`config.mk`:
```
export PLATFORM = sky130hd
export DESIGN_NAME = fp_div_sig_iter
export DESIGN_NICKNAME = d
export VERILOG_FILES = /design/src/rtl/fp_div_sig_iter.sv
export SDC_FILE = /design/constraint.sdc
export NUM_CORES = 1
export LEC_CHECK = 0
export ABC_CLOCK_PERIOD_IN_PS = 3100
export BUFFER_PORTS_ARGS = -buffer_cell sky130_fd_sc_hd__buf_2
export CORE_MARGIN = 8
export CORE_UTILIZATION = 36
export CTS_BUF_LIST = sky130_fd_sc_hd__clkbuf_8
export DETAILED_ROUTE_END_ITERATION = 16
export SLEW_MARGIN = 20
export SYNTH_ARGS = -nofsm -noshare
export SYNTH_HDL_FRONTEND = slang
export SYNTH_SLANG_ARGS = --single-unit
```
`constraint.sdc`:
```
create_clock -name clk -period 3.1 [get_ports clk]
set_input_delay 0.155 -clock clk [delete_from_list [all_inputs] [get_ports clk]]
set_output_delay 0.155 -clock clk [all_outputs]
set_load 0.02 [all_outputs]
```
`src/rtl/fp_div_sig_iter.sv`:
```
// Iterative restoring significand divider for the fp_div datapath.
// It produces one quotient bit per enabled cycle and presents the normalised
// quotient, the guard/round/sticky bits and the count flag with a
// valid/ready handshake on each side.
module fp_div_sig_iter #(
  parameter int sig_width = 23
) (
  input  logic               clk,
  input  logic               resetn,
  input  logic               enable,
  input  logic               in_valid,
  output logic               in_ready,
  input  logic [sig_width:0] x,
  input  logic [sig_width:0] d,
  output logic               out_valid,
  input  logic               out_ready,
  output logic [sig_width:0] quotient,
  output logic               guard_bit,
  output logic               round_bit,
  output logic               sticky_bit,
  output logic               count,
  output logic               busy
);

  localparam int N  = sig_width + 3;
  localparam int W  = sig_width + 2;
  localparam int CW = $clog2(N);

  typedef enum logic [1:0] {
    IDLE,
    CALC,
    DONE
  } state_t;

  state_t             state;
  state_t             state_next;
  logic [W-1:0]       rem;
  logic [W-1:0]       rem_sub;
  logic [W-1:0]       rem_shift;
  logic [W-1:0]       d_ext;
  logic [W-1:0]       rem_load;
  logic [sig_width:0] d_reg;
  logic [N-1:0]       q_sr;
  logic [N-1:0]       q_next;
  logic [CW-1:0]      iter;
  logic               cnt;
  logic               x_lt_d;
  logic               qbit;
  logic               last_iter;
  logic               accept;

  // One restoring step: trial subtract, keep it if it does not underflow, then shift.
  always_comb begin
    d_ext     = {1'b0, d_reg};
    qbit      = (rem >= d_ext);
    rem_sub   = qbit ? (rem - d_ext) : rem;
    rem_shift = {rem_sub[W-2:0], 1'b0};
    q_next    = {q_sr[N-2:0], qbit};
    last_iter = (iter == CW'(N - 1));
    x_lt_d    = (x < d);
    rem_load  = x_lt_d ? {x, 1'b0} : {1'b0, x};
  end

  // Next-state and handshake outputs; ready in DONE follows the consumer so a new operand can hand off on the same edge.
  always_comb begin
    state_next = state;
    in_ready   = 1'b0;
    out_valid  = 1'b0;
    busy       = (state != IDLE);
    case (state)
      IDLE: begin
        in_ready = 1'b1;
        if (enable && in_valid) state_next = CALC;
      end
      CALC: begin
        if (enable && last_iter) state_next = DONE;
      end
      DONE: begin
        out_valid = 1'b1;
        in_ready  = out_ready;
        if (enable && out_ready) state_next = in_valid ? CALC : IDLE;
      end
      default: state_next = IDLE;
    endcase
  end

  assign accept = enable && in_valid && in_ready;

  // State register; a low enable freezes the FSM.
  always_ff @(posedge clk or negedge resetn) begin
    if (!resetn) begin
      state <= IDLE;
    end else if (enable) begin
      state <= state_next;
    end
  end

  // Datapath: operand load, iteration, and capture of the finished result on the last step.
  always_ff @(posedge clk or negedge resetn) begin
    if (!resetn) begin
      rem        <= '0;
      d_reg      <= '0;
      q_sr       <= '0;
      iter       <= '0;
      cnt        <= 1'b0;
      quotient   <= '0;
      guard_bit  <= 1'b0;
      round_bit  <= 1'b0;
      sticky_bit <= 1'b0;
      count      <= 1'b0;
    end else if (enable) begin
      if (accept) begin
        rem   <= rem_load;
        d_reg <= d;
        cnt   <= x_lt_d;
        q_sr  <= '0;
        iter  <= '0;
      end else if (state == CALC) begin
        rem  <= rem_shift;
        q_sr <= q_next;
        iter <= iter + 1'b1;
        if (last_iter) begin
          quotient   <= q_next[N-1:2];
          guard_bit  <= q_next[1];
          round_bit  <= q_next[0];
          sticky_bit <= (rem_shift != '0);
          count      <= cnt;
        end
      end
    end
  end

endmodule
```
==> metrics.txt, run 1 <==
status=finished, violations left; failing checks=negative setup slack; DRT iter0 DRCs=456; cell mode on critical path=o2111a_1; Main synth FF type=dfrtp_1; register area share after synthesis=38.8%; remaining antenna violation count=0; Die ar.=24500 um^2; fin crit share=102%; Max transition margin=46.2%; Routability Congestion=0.950; ANT cells=0; Total GRT Usage=17.7%; htree depth=3; DRT Wirelength=21200 um; clock-pin slew on the worst setup and hold paths=0.12 ns; max-slew violation count=0; std cell rows=51; minimum clock period=3.15 ns; cells after synthesis=812; Least-Margin Pin Slew=0.807 ns; clock skew=0.0147 ns; Setup violations, final=16; I/O Pins=84; Core Box Area=19400 um^2; max_cap viols=0; post-synthesis xor/xnor area fraction=2.10%; Starting Density=36.6%; largest registers=q_sr (25), rem (25); Synth Warn #=0; antenna violations before repair=0; hold_sp=x[22]; area grow syn2layout=26.2%; crit path max-delay cell type=or4_4; GRT overflow=0; Post-synth ARST share=100%; CTS tree=built; Pleak=0.00428 uW; Critical Path AT=3.44 ns; Peak VDD IR=0.000452 V; TritonCTS Buffers=9; first-pass GRT wire length=34200 um; height of the chip=156 um; Filler cells=1915; multi-input combinational cell area=4110 um^2; EDFF count, synth=0; Crit. End Element=register; largest family of logic cells by synthesized area=compound AO/OA/AOI/OAI gates; Sink Count=110; maximum clock rate=317 MHz; iteration count of the initial detailed-routing pass=5; worst setup path startpoint=rem[1]$_DFFE_PN0P_; post-DP HPWL=15800 um; Mapped Area=7100 um^2; worst skew pair latency=0.40 ns; Post-Synth Simple-Gate Area=16.7%; root buffer cell=clkbuf_8; register area=2750 um^2; pwr dens=1080 nW/um^2; # DRC=0; syn_nets=915; mux share of post-synthesis cell area=6.52%; post-layout util=46.2%; Crit Path Category=reg2reg; Avg Inst Size Synth=8.74 um^2; nets@finish=1068; post-synthesis compound-gate area fraction=21.1%; Post-Synth Adder-Cell Area=8.92%; post-synth cell types=60; CP delay by family, top=compound AO/OA/AOI/OAI gates; CP bufs+invs=1; Critical Path Source Type=register; CP max stage delay=0.44 ns; vias in the first global route=6470; crit-path max FO=14; Pwr Total=9660 uW; WP data required=3.39 ns; R2R Path Start=rem[1]$_DFFE_PN0P_; number of synthesized register bits=110; fin worst setup slack=-0.0536 ns; HP Class=in2reg; WL per Instance=17.2 um; critical path, cell by cell=ha_1 > nor2b_4 > o2111a_1 > o2111a_1 > or4_4 > a211oi_4 > o21ai_2 > buf_12 > mux2i_1 > a211oi_1 > a311o_1; die width=156 um; RSZ-0062 raised after global routing=true; share of layout cells above drive strength 1=24.6%; maximum clock insertion buffer count=2; Via Count=6581; vias per inst=5.33; port buffer count=83; largest net degree at the start of global routing=62; final-report hold violation count=0
==> worst register-to-register path, delay by kind of cell (launching register included) <==
| family | cells | cell delay [ns] |
|---|---|---|
| compound gates | 6 | 1.34 |
| fa+ha+maj | 1 | 0.32 |
| buf+inv | 1 | 0.18 |
| flops | 1 | 0.42 |
| mux | 1 | 0.20 |
| simple gates | 2 | 0.58 |
==> final cells by class <==
type / instances / area share (%)
clock inverter: 7 / 0.741
clock buffer: 9 / 1.38
sequential: 110 / 30.7
inverter: 57 / 2.39
tap: 265 / 3.70
timing repair buffer: 191 / 15.2
multi-input combinational: 596 / 45.9
==> cell usage in the layout (no fill, tap or decap), drive strengths merged, types with 8 or more instances in the layout <==
cell type | synthesis | layout
a21oi | 41 | 41
a211oi | 19 | 19
nand3 | 20 | 20
o21ai | 80 | 80
and2 | 9 | 9
nor2 | 41 | 41
nand4 | 9 | 9
nor3 | 18 | 18
mux2 | 26 | 26
buf | 10 | 166
dlygate4sd3 | 0 | 25
inv | 57 | 62
a311o | 16 | 16
xnor2 | 9 | 9
nand2 | 122 | 122
clkbuf | 39 | 9
xor2 | 8 | 8
mux2i | 17 | 17
a21o | 17 | 17
ha | 49 | 49
dfrtp | 110 | 110
==> cells in the mapped netlist, types with 7 or more instances <==
cell type / count / area, um^2
o21a_1: 7 / 52.6
and2_1: 9 / 56.3
nand4_1: 9 / 56.3
nor2_1: 41 / 154
xor2_1: 8 / 70.1
mux2_2: 26 / 293
xnor2_1: 9 / 78.8
o21ai_0: 77 / 385
nor4_1: 7 / 43.8
a21o_1: 17 / 128
nor3_1: 18 / 90.1
a211oi_1: 18 / 135
inv_1: 57 / 214
a21oi_1: 41 / 205
clkbuf_1: 39 / 146
ha_1: 49 / 613
nand3_1: 20 / 100
nand2_1: 122 / 458
a311o_1: 16 / 160
mux2i_1: 17 / 170
dfrtp_1: 110 / 2750
a31oi_1: 7 / 43.8
==> where the power goes <==
| part | internal [uW] | switching [uW] | total [uW] |
|---|---|---|---|
| combinational | 3100 | 3460 | 6560 |
| sequential | 1920 | 309 | 2230 |
| clock | 313 | 558 | 871 |
| total | 5330 | 4330 | 9660 |
==> what timing repair did <==
item,CTS,global route
pin swaps,2,11
gates cloned,0,0
buffers inserted,1,3
hold buffers,25,0
endpoints found under the setup margin,21,26
hold endpoints to repair,82,0
resized for setup,9,20
==> stage by stage <==
step | area (um^2) | hold slack [ns] | setup slack [ns] | std cells | setup TNS, ns
after floorplan | 7140 | -0.141 | 0.0148 | 812 | 0
after global placement | 8340 | 0.285 | -0.183 | 1190 | -0.553
after detailed placement | 8340 | 0.285 | -0.176 | 1190 | -0.575
after CTS | 8830 | 0.00737 | -0.0722 | 1232 | -0.601
after global routing | 8950 | 0.0136 | -0.235 | 1235 | -3.39
final | 8950 | 0.0321 | -0.0536 | 1235 | -0.415
==> logic make-up after synthesis <==
group,after synthesis
XOR/XNOR,17
flip-flops,110
AND/OR/NAND/NOR,257
AO/OA/AOI/OAI,229
adder cells (fa/ha/maj),50
buffers and inverters,106
multiplexers,43
==> final timing paths <==
kind                                         endpoint  slack (ns)  depth (start not counted)
worst max-delay path               rem[5]$_DFFE_PN0P_       -0.05                         11
worst min-delay path              rem[23]$_DFFE_PN0P_        0.03                          3
worst max register to register     rem[5]$_DFFE_PN0P_       -0.05                         11
worst min register to register        cnt$_DFFE_PN0P_        0.50                          2
max in group asynchronous       d_reg[13]$_DFFE_PN0P_        1.95                          3
min in group asynchronous         q_sr[5]$_DFFE_PN0P_        0.38                          2
==> per-layer routing <==
layer	track usage [%]	vias to the layer above	routed length, um
met5	0	-	0
met2	29.5	164	9880
li1	-	3202	-
met4	2.79	0	177
met3	3.45	22	1020
met1	23.7	3193	10100
(Power assumes the default switching activity.)
==> inputs of run 2 (changes only) <==
==> constraint.sdc (replaced) <==
create_clock -name clk -period 3.1 [get_ports clk]
set_input_delay 0.31 -clock clk [delete_from_list [all_inputs] [get_ports clk]]
set_output_delay 0.31 -clock clk [all_outputs]
set_load 0.02 [all_outputs]
==> run 2 against run 1 <==
The run still ends with negative setup slack left. Critical endpoint is now rem[9]$_DFFE_PN0P_. Clock power up 1%. Total power up 2.9%. Hold slack better by 0.081 ns. Non-clock buffer count down 6. Via count down 1.7%. First-iteration DRC count up 1.8%. Highest routed layer unchanged. Die area unchanged. Wire length up 0.91%. Largest power group unchanged. Sequential share of layout area up 0.36 points.
==> metrics.txt, run 2 (synthesis results as in run 1) <==
height of the chip=156 um; crit-path max FO=5; Least-Margin Pin Slew=0.835 ns; maximum clock insertion buffer count=2; # DRC=0; max-slew violation count=0; Via Count=6470; hold path depth=3; clock skew=0.0151 ns; clock-pin slew on the worst setup and hold paths=0.12 ns; port buffer count=83; fin worst setup slack=-0.0417 ns; Crit Path Category=reg2reg; failing checks=negative setup slack; Total GRT Usage=17.5%; R2R depth=11; ANT cells=0; Psw=4460 uW; I/O Pins=84; antenna violations before repair=0; pwr dens=1120 nW/um^2; met1 Use GR=23.7%; CP max stage delay=0.44 ns; nets@finish=1062; critical path, cell by cell=ha_1 > nor2b_4 > o2111a_1 > o2111a_1 > or4_4 > a211oi_4 > o21ai_4 > buf_6 > mux2i_1 > a211oi_1 > a311o_1; WP data required=3.39 ns; root buffer cell=clkbuf_8; CP delay by family, top=compound AO/OA/AOI/OAI gates; WL per Instance=17.4 um; RSZ-0062 raised after global routing=true; logic gate share of total power=68.7%; CP Depth=11; Critical Path AT=3.43 ns; most frequent cells in the layout=nand2_1 (121), dfrtp_1 (110), buf_4 (94); max_cap viols=0; final-report hold violation count=0; die width=156 um; clock share of power=8.9%; cell mode on critical path=o2111a_1; CP bufs+invs=1; GRT overflow=0; Core Box Area=19400 um^2; Sw Share=44.9%; DRT Wirelength=21400 um; Crit. End Element=register; remaining antenna violation count=0; vias per inst=5.26; worst skew pair latency=0.41 ns; setup tns final=-0.126 ns; Reg power frac=22.5%; Setup violations, final=8; busiest grt layer=met2; TritonCTS Buffers=9; vias in the first global route=6465; crit path max-delay cell type=or4_4; HP Class=in2reg; Critical Path Source Type=register; std cell rows=51; Starting Density=36.6%; post-DP HPWL=16200 um; fin crit share=101%; Int Pwr=5480 uW; share of layout cells above drive strength 1=27.1%; first-pass GRT wire length=34100 um; GR Util met3=3.06%; minimum clock period=3.14 ns; DRT iter0 DRCs=464; CTS tree=built; most common cell after layout, fill and taps aside=nand2_1; Die ar.=24500 um^2; largest registers=q_sr (25), rem (25); Max transition margin=44.3%; maximum clock rate=318 MHz; largest net degree at the start of global routing=70; status=finished, violations left; Pleak=0.00429 uW; Peak VDD IR=0.000461 V; pre-CTS setup slack=-0.185 ns; htree depth=3; iteration count of the initial detailed-routing pass=5; area grow syn2layout=24.7%; met2 GRT Util=28.1%; Routability Congestion=0.923; Filler cells=1958; Sink Count=110
run 2: tightest hold or removal path, stage by stage:
cell     delay, ns
buf_2         0.09
nand2_1       0.05
nand2_1       0.05
run 2: final timing paths:
path | startpoint | slack, ns | endpoint
min reg2reg | cnt$_DFFE_PN0P_ | 0.49 | cnt$_DFFE_PN0P_
max | rem[1]$_DFFE_PN0P_ | -0.04 | rem[9]$_DFFE_PN0P_
max reg2reg | rem[1]$_DFFE_PN0P_ | -0.04 | rem[9]$_DFFE_PN0P_
min | d[0] | 0.11 | d_reg[0]$_DFFE_PN0P_
max in group asynchronous | resetn | 1.87 | d_reg[23]$_DFFE_PN0P_
min in group asynchronous | resetn | 0.44 | quotient[5]$_DFFE_PN0P_
run 2: what timing repair did:
item	4_1_cts	5_1_grt
gates resized for setup	8	36
endpoints found under the hold margin	45	0
gates cloned	0	2
setup endpoints to repair	12	25
hold buffers	1	0
pin swaps	5	24
buffers inserted	2	12
run 2: power by group through the flow:
stage               Clock, uW  Sequential [uW]  Combinational (uW)
floorplan                   0             2230                3920
global placement            0             2240                6040
detailed placement          0             2260                6040
CTS                       916             2220                6210
global route              963             2300                7470
finish                    883             2230                6830
run 2: stage by stage:
| step | total power (uW) | instance area, um^2 | hold slack, ns | instances | util [%] |
|---|---|---|---|---|---|
| 2_1_floorplan | 6150 | 7140 | 0.0144 | 812 | - |
| 3_3_place_gp | 8280 | 8360 | 0.361 | 1197 | 43.1 |
| 3_5_place_dp | 8300 | 8360 | 0.365 | 1197 | 43.1 |
| 4_1_cts | 9350 | 8600 | 0.106 | 1216 | 44.3 |
| 5_1_grt | 10700 | 8850 | 0.122 | 1229 | 45.6 |
| 6_report | 9940 | 8850 | 0.113 | 1229 | 45.6 |
run 2: final cells by class:
type                            count  area, um^2  area share, %
Clock buffer                        9         124           1.40
Sequential cell                   110        2750           31.1
Multi-Input combinational cell    596        4140           46.8
Clock inverter                      7        63.8          0.721
Inverter                           57         214           2.42
Timing Repair Buffer              185        1230           13.9
Tap cell                          265         332           3.75
run 2: routing by layer:
metal | wire length [um] | part of all wire, % | vias up
met4 | 385 | 1.8 | 0
met3 | 975 | 4.6 | 24
li1 | - | - | 3195
met5 | 0 | 0 | -
met1 | 10300 | 48 | 3096
met2 | 9790 | 46 | 155
==> inputs of run 3 (changes only) <==
ABC_AREA = 1   (was default)
==> run 3 against run 2 <==
The flow now finishes without violations. Synthesized cell count is 36% higher. Wire length fell by 7.1%. Count of clock-buffer cells in the layout did not move. Core utilization down 4.9 points. Critical path type unchanged.
==> metrics.txt, run 3 <==
post-DP HPWL=15600 um; most frequent cells in the layout=nand2_1 (349), inv_1 (201), dfrtp_1 (110); maximum clock insertion buffer count=2; setup tns final=0 ns; Synth area leader=dfrtp_1; max_cap viols=0; maximum clock rate=355 MHz; end of the critical path=sticky_bit$_DFFE_PN0P_; clock skew=0.0109 ns; Total GRT Usage=15.6%; worst setup path startpoint=rem[7]$_DFFE_PN0P_; Core Box Area=20900 um^2; crit-path max FO=31; reg2reg end=sticky_bit$_DFFE_PN0P_; syn_nets=1209; Critical Path AT=3.12 ns; Post-synth ARST share=100%; Pwr Total=10000 uW; # DRC=0; Pleak=0.00470 uW; share of layout cells above drive strength 1=13.7%; register area=2750 um^2; multi-input combinational cell area=3890 um^2; Via Count=6886; Max transition margin=55.1%; Avg Inst Size Synth=6.87 um^2; Crit. End Element=register; FF-to-FF setup slack=0.29 ns; fin worst setup slack=0.285 ns; Crit Path Category=reg2reg; Routability Congestion=0.948; largest net degree at the start of global routing=76; Setup violations, final=0; DRT Wirelength=19900 um; post-layout util=40.7%; height of the chip=161 um; RSZ-0062 raised after global routing=false; GRT overflow=0; iteration count of the initial detailed-routing pass=5; EDFF count, synth=0; top cell type's share of synthesized area=36.2%; WP data required=3.41 ns; R2R depth=17; top-count cell post-synth=nand2_1; area grow syn2layout=11.9%; first-pass GRT wire length=33300 um; TritonCTS Buffers=9; R2R Path Start=rem[7]$_DFFE_PN0P_; DRT iter0 DRCs=585; ANT cells=0; I/O Pins=84; Die ar.=26000 um^2; remaining antenna violation count=0; std cell rows=53; Peak VDD IR=0.000436 V; Least-Margin Pin Slew=0.674 ns; pwr dens=1180 nW/um^2; CTS tree=built; root buffer cell=clkbuf_8; Min Hold Slack=0.177 ns; Filler cells=2259; die width=161 um; register area share after synthesis=36.2%; largest registers=q_sr (25), rem (25); pre-CTS setup slack=0.307 ns; worst skew pair latency=0.40 ns; Main synth FF type=dfrtp_1; cell mode on critical path=nand2_1; most common cell after layout, fill and taps aside=nand2_1; status=finished, final reports clean; antenna violations before repair=0; vias in the first global route=6512; max-slew violation count=0; number of synthesized register bits=110; final-report hold violation count=0; fin crit share=90.8%; cells after synthesis=1106; CP max stage delay=0.42 ns; Sink Count=110; htree depth=3; Synth Warn #=0; nets@finish=1280; synth top area cells=dfrtp_1 (36%), nand2_1 (17%), inv_1 (9.9%); Mapped Area=7600 um^2; minimum clock period=2.81 ns; post-synth cell types=39; top post-synthesis cells by count=nand2_1 (349), inv_1 (201), dfrtp_1 (110), o21ai_0 (77), nand3_1 (70); WL per Instance=13.7 um; vias per inst=4.73; clock-pin slew on the worst setup and hold paths=0.12 ns; crit path max-delay cell type=dfrtp_1; Critical Path Source Type=register; critical path, cell by cell=ha_1 > nand2_1 > inv_1 > nand2_1 > nand2_1 > inv_2 > nand3_2 > nand2_2 > nand3_4 > nand2_1 > o21ai_1 > nor2_1 > nand2_1 > nor2_1 > nand3_1 > nand2_1 > nand2_1; Starting Density=36.4%; port buffer count=83; HP Class=in2reg
[run 3: worst min path at each step]
stage                     cells past startpoint   start  slack, ns               endpoint
final                                         3    d[8]       0.18   d_reg[8]$_DFFE_PN0P_
after floorplan                               0  resetn       0.01        cnt$_DFFE_PN0P_
after global placement                        1  resetn       0.39   d_reg[7]$_DFFE_PN0P_
after global routing                          3   d[20]       0.17  d_reg[20]$_DFFE_PN0P_
after CTS                                     3   d[20]       0.15  d_reg[20]$_DFFE_PN0P_
after detailed placement                      1  resetn       0.38   d_reg[5]$_DFFE_PN0P_
[run 3: kinds of logic after synthesis]
family	Yosys count	share of synthesized area (%)
XOR/XNOR	10	1.15
AO/OA/AOI/OAI	156	11.0
buffers and inverters	244	12.7
flip-flops	110	36.2
AND/OR/NAND/NOR	536	30.6
adder cells (fa/ha/maj)	50	8.33
[run 3: repair_timing]
| action | 4_1_cts | 5_1_grt |
|---|---|---|
| endpoints found under the hold margin | 48 | 0 |
| buffers inserted | 0 | 0 |
| gates resized for setup | 0 | 0 |
| setup endpoints to repair | 0 | 0 |
| hold buffers | 1 | 0 |
[run 3: cell type report]
cell class,count,share of cell area (%)
multi-input combinational,752,45.8
tap,275,4.04
timing repair buffer,95,6.15
sequential,110,32.4
inverter,209,9.28
clock buffer,9,1.46
clock inverter,7,0.941
[run 3: worst max-delay path, delay by kind of cell, from the launching register on]
family                     cells  cell delay [ns]
adders and majority gates      1             0.37
and+or+nand+nor               13             1.71
AOI/OAI and AO/OA              1             0.09
DFF                            1             0.42
buffers and inverters          2             0.12
[run 3: per-stage QoR]
step	cells	instance area (um^2)
after floorplan	1106	7600
after global placement	1440	8290
after detailed placement	1440	8290
after CTS	1457	8510
after global routing	1457	8510
final	1457	8510
[run 3: per-layer routing]
layer  share of wire (%)  global-route usage, %  routed length, um  up-vias
li1                    -                      -                  -     3600
met3                 4.3                   1.99                847       22
met2                  43                   23.0               8490      141
met5                   0                      0                  0        -
met4                 1.6                   4.92                324        0
met1                  51                   23.1              10200     3123
[run 3: power breakdown]
group          total [uW]  internal, uW  leakage, uW  switching [uW]
Sequential           2340          1990      0.00142             356
Combinational        6760          2260      0.00318            4500
Clock                 909           327     0.000100             582
